File: src/rtl/fft_ctrl_pkg.sv
// Shared state encoding, default geometry and scale-schedule width for fft_ctrl.
package fft_ctrl_pkg;

  localparam int unsigned NFFT_DEF = 2048;
  localparam int unsigned IW_DEF   = 11;
  localparam int unsigned DW_DEF   = 10;
  localparam int unsigned SCALE_W  = 12;

  typedef enum logic [2:0] {
    IDLE,
    CFG,
    START,
    LOAD,
    PROC,
    UNLOAD,
    FIN
  } state_t;

endpackage

File: src/rtl/fft_ctrl_wdog.sv
// Frame watchdog: counts busy cycles since the last accept and flags the cycle the limit is reached.
module fft_ctrl_wdog #(
  parameter int unsigned WDOG_CYC = 65535
) (
  input  logic clk,
  input  logic rst,
  input  logic clear,
  input  logic active,
  output logic hit
);

  localparam int unsigned CW = $clog2(WDOG_CYC + 1);

  logic [CW-1:0] cnt;

  // NOTE: sequential state uses non-blocking assignments so every register samples pre-edge values.
  always_ff @(posedge clk) begin
    if (rst) begin
      cnt <= '0;
    end else if (clear) begin
      cnt <= '0;
    end else if (active) begin
      cnt <= cnt + 1'b1;
    end
  end

  // cnt holds the busy cycles already completed, so the current one is the WDOG_CYC-th.
  assign hit = active && (cnt == CW'(WDOG_CYC - 1));

endmodule

File: src/rtl/fft_ctrl.sv
// Sequences one frame through a streaming FFT core: configure, start, load, wait, unload.
// Define FFT_CTRL_WDOG_EN to add a busy-cycle watchdog (fft_ctrl_wdog) that aborts stuck frames.
module fft_ctrl
  import fft_ctrl_pkg::*;
#(
  parameter int unsigned NFFT     = NFFT_DEF,
  parameter int unsigned DW       = DW_DEF,
  parameter int unsigned IW       = IW_DEF,
  parameter int unsigned WDOG_CYC = 65535
) (
  input  logic               clk,
  input  logic               rst,
  input  logic               req,
  input  logic               req_inv,
  input  logic [SCALE_W-1:0] req_scale,
  output logic               ack,
  output logic               busy,
  output logic [IW-1:0]      buf_addr,
  input  logic [DW-1:0]      buf_re,
  input  logic [DW-1:0]      buf_im,
  output logic               fft_start,
  output logic               fft_fwd_inv,
  output logic               fft_fwd_inv_we,
  output logic               fft_scale_sch_we,
  output logic [SCALE_W-1:0] fft_scale_sch,
  output logic [DW-1:0]      fft_xn_re,
  output logic [DW-1:0]      fft_xn_im,
  input  logic               fft_rfd,
  input  logic               fft_busy,
  input  logic               fft_done,
  input  logic               fft_dv,
  input  logic [IW-1:0]      fft_xn_index,
  input  logic [IW-1:0]      fft_xk_index,
  input  logic [DW-1:0]      fft_xk_re,
  input  logic [DW-1:0]      fft_xk_im,
  output logic               res_valid,
  output logic [IW-1:0]      res_index,
  output logic [DW-1:0]      res_re,
  output logic [DW-1:0]      res_im,
  output logic               frame_done,
  output logic               err
);

  if (NFFT > (64'd1 << IW)) begin : g_bad_nfft
    $error("fft_ctrl: NFFT does not fit in IW index bits");
  end
  if (WDOG_CYC == 0) begin : g_bad_wdog
    $error("fft_ctrl: WDOG_CYC must be at least 1");
  end

  state_t               state, state_nxt;
  logic                 inv_reg;
  logic [SCALE_W-1:0]   scale_reg;
  logic [IW:0]          load_cnt;
  logic [IW-1:0]        out_cnt;
  logic                 rfd_q;
  logic                 accept, rfd_fall, load_err, unload_last, wdog_hit;

  // The core has no reset, so an accept also needs it idle; a reset cycle never accepts.
  assign accept      = (state == IDLE) && req && !fft_busy && !fft_rfd && !rst;
  assign rfd_fall    = (state == LOAD) && rfd_q && !fft_rfd;
  assign load_err    = rfd_fall && (load_cnt != (IW+1)'(NFFT));
  assign unload_last = (state == UNLOAD) && fft_dv && (out_cnt == IW'(NFFT - 1));

`ifdef FFT_CTRL_WDOG_EN
  fft_ctrl_wdog #(
    .WDOG_CYC (WDOG_CYC)
  ) u_wdog (
    .clk    (clk),
    .rst    (rst),
    .clear  (accept),
    .active (busy),
    .hit    (wdog_hit)
  );
`else
  assign wdog_hit = 1'b0;
`endif

  always_ff @(posedge clk) begin
    if (rst) begin
      state     <= IDLE;
      inv_reg   <= 1'b0;
      scale_reg <= '0;
      load_cnt  <= '0;
      out_cnt   <= '0;
      rfd_q     <= 1'b0;
      res_valid <= 1'b0;
      res_index <= '0;
      res_re    <= '0;
      res_im    <= '0;
    end else begin
      state <= state_nxt;
      rfd_q <= fft_rfd;

      if (accept) begin
        inv_reg   <= req_inv;
        scale_reg <= req_scale;
        load_cnt  <= '0;
      end else if ((state == LOAD) && fft_rfd) begin
        load_cnt <= load_cnt + 1'b1;
      end

      // Result port is a one-cycle-late copy of the core output, zeroed outside UNLOAD.
      if (state == UNLOAD) begin
        res_valid <= fft_dv;
        res_index <= fft_xk_index;
        res_re    <= fft_xk_re;
        res_im    <= fft_xk_im;
        if (fft_dv) begin
          out_cnt <= unload_last ? '0 : out_cnt + 1'b1;
        end
      end else begin
        res_valid <= 1'b0;
        res_index <= '0;
        res_re    <= '0;
        res_im    <= '0;
        out_cnt   <= '0;
      end
    end
  end

  // NOTE: next state defaults to the current one before the case so no path infers a latch.
  always_comb begin
    state_nxt = state;
    unique case (state)
      IDLE:    if (accept) state_nxt = CFG;
      CFG:     state_nxt = START;
      START:   state_nxt = LOAD;
      LOAD:    if (rfd_fall) state_nxt = load_err ? IDLE : PROC;
      PROC:    if (fft_done) state_nxt = UNLOAD;
      UNLOAD:  if (unload_last) state_nxt = FIN;
      FIN:     state_nxt = IDLE;
      default: state_nxt = IDLE;
    endcase
    if (wdog_hit) state_nxt = IDLE;
  end

  assign ack              = accept;
  assign busy             = (state != IDLE);
  assign fft_fwd_inv_we   = (state == CFG);
  assign fft_scale_sch_we = (state == CFG);
  assign fft_fwd_inv      = (state == CFG) && !inv_reg;
  assign fft_scale_sch    = (state == CFG) ? scale_reg : '0;
  assign fft_start        = (state == START) && !wdog_hit;
  assign buf_addr         = (state == LOAD) ? fft_xn_index : '0;
  assign fft_xn_re        = (state == LOAD) ? buf_re : '0;
  assign fft_xn_im        = (state == LOAD) ? buf_im : '0;
  assign frame_done       = (state == FIN);
  assign err              = load_err || wdog_hit;

endmodule

File: config.mk
export PLATFORM = sky130hd
export DESIGN_NAME = fft_ctrl
export DESIGN_NICKNAME = d
export VERILOG_FILES = /design/src/rtl/fft_ctrl_pkg.sv /design/src/rtl/fft_ctrl_wdog.sv /design/src/rtl/fft_ctrl.sv
export SDC_FILE = /design/constraint.sdc
export NUM_CORES = 1
export LEC_CHECK = 0
export BUFFER_PORTS_ARGS = -buffer_cell sky130_fd_sc_hd__buf_2
export CAP_MARGIN = 15
export CORE_AREA = 2 2 91 93
export DETAILED_ROUTE_END_ITERATION = 12
export DIE_AREA = 0 0 93 95
export PLACE_DENSITY = 0.74
export SLEW_MARGIN = 20
export SYNTH_ARGS = -nofsm -noshare
export SYNTH_HDL_FRONTEND = slang
export SYNTH_SLANG_ARGS = --single-unit
File: constraint.sdc
create_clock -name clk -period 1.4 [get_ports clk]
set_input_delay 0.14 -clock clk [delete_from_list [all_inputs] [get_ports clk]]
set_output_delay 0.14 -clock clk [all_outputs]
set_load 0.005 [all_outputs]
==> results.sh <==
export IMPL_switching_share=0.294
export IMPL_first_iter_violations=125
export IMPL_min_path_type="input port to flop"
export IMPL_gp_congestion=0.834
export IMPL_cp_start_kind="flop"
export IMPL_layout_drive_gt1_share=0.661
export IMPL_wirelength_mm=11.8
export IMPL_synth_enable_flop_cells=0
export IMPL_hpwl_mm=5.84
export IMPL_worstMarginPinSlew_ns=0.381
export IMPL_antenna_found_initial=0
export IMPL_ys_async_sr_fraction=0
export IMPL_yosys_area_top_type="dfxtp_1"
export IMPL_finalCritPeriodShare=1.27
export IMPL_timing_final_crit_period_ns=1.78
export IMPL_fill_cells=518
export IMPL_yosysWarningCount=0
export IMPL_drc=0
export IMPL_synth_nets=426
export IMPL_setup_tns_ns=-21.34
export IMPL_ff_latch_area_um2=1460
export IMPL_failed_checks="negative setup slack"
export IMPL_p_leak_nw=2.75
export IMPL_grt_pass1_vias=3041
export IMPL_combPwrFrac=0.393
export IMPL_design_area_um2=5900
export IMPL_worstPathRequired_ns=1.26
export IMPL_clockBufferDepth=2
export IMPL_drtPass1Iterations=5
export IMPL_placementRows=33
export IMPL_placed_area_um2=4140
export IMPL_relSlewSlack=0.746
export IMPL_synth_top_area_frac=0.474
export IMPL_ys_flop_type="dfxtp_1"
export IMPL_grt_usage=0.206
export IMPL_cts_sinks=72
export IMPL_multiInputGateArea_um2=2000
export IMPL_syn_cell_area_um2=3040
export IMPL_path_max_fanout=8
export IMPL_final_common_cell="buf_2"
export IMPL_grt_pass1_wl_mm=14.3
export IMPL_synthCells=341
export IMPL_synthTopCellsByArea="dfxtp_1, and2_1, nand2_1"
export IMPL_irDropWorstVdd_mv=0.675
export IMPL_fin_ws_ns=-0.381
export IMPL_drt_wirelength_per_cell_um=16.8
export IMPL_io_pins=165
export IMPL_grt_max_degree=32
export IMPL_holdWs_ns=0.0248
export IMPL_slew_violations=0
export IMPL_die_area_um2=8840
export IMPL_cts_buffers=9
export IMPL_port_buffers=164
export IMPL_gr_total_overflow=0
export IMPL_cp_end_kind="output pin"
export IMPL_finClkSkew_ns=0.0143
export IMPL_initial_utilization=0.383
export IMPL_yosys_register_bits=72
export IMPL_layout_common_cells="buf_2, and2_4, buf_6"
export IMPL_outcome="finished, violations left"
export IMPL_arrival_ns=1.64
export IMPL_rsz0062_at_grt="true"
export IMPL_maxCapViolations=0
export IMPL_internal_power_mw=4.72
export IMPL_avgSynthCellArea_um2=8.91
export IMPL_yosysSeqAreaShare=0.474
export IMPL_pwr_share_seq=0.334
export IMPL_clock_root_buffer="clkbuf_8"
export IMPL_clock_latency_ns=0.34
export IMPL_n_antenna_cell=0
export IMPL_area_delta_synth_final_pct=94.0
export IMPL_cts_reportedPaths_clkPinSlew_ns=0.08
export IMPL_power_density_nw_per_um2=1130
export IMPL_h_tree_depth=3
export IMPL_die_y_um=95
export IMPL_worstSetupPathType="flop to output pin"
export IMPL_power_switching_mw=1.96
export IMPL_fmax_ghz=0.562
export IMPL_core_um2=7930
export IMPL_via_per_inst=4.91
export IMPL_die_w_um=93
export IMPL_num_vias=3442
export IMPL_fin_nets=677
export IMPL_final_core_util=0.744
export IMPL_ant_nets=0
export IMPL_p_clk_frac=0.274
export IMPL_setup_violations=111
export IMPL_cts_tree="done"
export IMPL_hold_violations=0
export IMPL_synth_distinct_cells=41
==> synthesized netlist by cell type (all sizes together), types with 4 or more instances <==
cell,n
and3,4
and2,75
nor2,27
dfxtp,72
nand4,7
inv,8
nand3,10
nor3,9
a21oi,18
xnor2,15
nand2,36
xor2,4
buf,9
nor4,8
clkbuf,12
==> kinds of logic after synthesis <==
group / after synthesis / share of synthesized area
buf+inv: 29 / 0.0510
xor+xnor: 19 / 0.0548
flops: 72 / 0.474
simple gates: 191 / 0.358
fa+ha+maj: 3 / 0.0124
compound gates: 27 / 0.0498
==> power by group through the flow <==
stage          Sequential [mW]  Clock, mW  Combinational [mW]
6_report                  2.23       1.83                2.62
2_1_floorplan             2.24          0               0.628
4_1_cts                   2.20       1.82                1.80
3_5_place_dp              2.25          0                1.14
3_3_place_gp              2.24          0                1.12
5_1_grt                   2.23       1.95                2.76
==> path summary, 6_finish.rpt <==
check	slack, ns	depth (start not counted)	end	startpoint
max	-0.38	5	buf_addr[7]	state[2]
max reg2reg	-0.27	8	scale_reg[1]	state[2]
min	0.02	2	res_im[1]	fft_xk_im[1]
min reg2reg	0.47	2	scale_reg[9]	scale_reg[9]
==> metal layers <==
metal / routed length [um] / GRT usage / up-vias
met5: 0 / 0 / -
met4: 525 / 0.105 / 0
met3: 497 / 0.0367 / 46
met2: 6370 / 0.369 / 129
met1: 4370 / 0.235 / 1652
li1: - / - / 1615
==> per-stage QoR <==
step / power, mW / cells / setup WS (ns)
6_report: 6.68 / 701 / -0.381
3_3_place_gp: 3.36 / 621 / -0.0313
3_5_place_dp: 3.39 / 621 / -0.0786
4_1_cts: 5.83 / 677 / -0.358
5_1_grt: 6.94 / 701 / -0.407
2_1_floorplan: 2.87 / 341 / -0.00863
==> cell type report <==
class | count | area share
multi-input combinational | 242 | 0.339
sequential | 72 | 0.247
inverter | 8 | 0.00594
clock inverter | 5 | 0.0138
timing repair buffer | 259 | 0.349
clock buffer | 10 | 0.0233
tap | 105 | 0.0223
==> timing repair <==
item / in CTS / in global routing
setup endpoints to repair: 75 / 120
buffers inserted: 17 / 20
pin swaps: 13 / 82
hold buffers: 23 / 0
hold endpoints to repair: 23 / 0
gates resized for setup: 55 / 179
gates cloned: 4 / 8
==> worst max-delay path: stages, from the launching register on <==
cell	delay (ns)
dfxtp_2	0.35
buf_6	0.12
and3b_2	0.38
clkbuf_16	0.21
and2_4	0.14
buf_6	0.09
(Power assumes the default switching activity.)
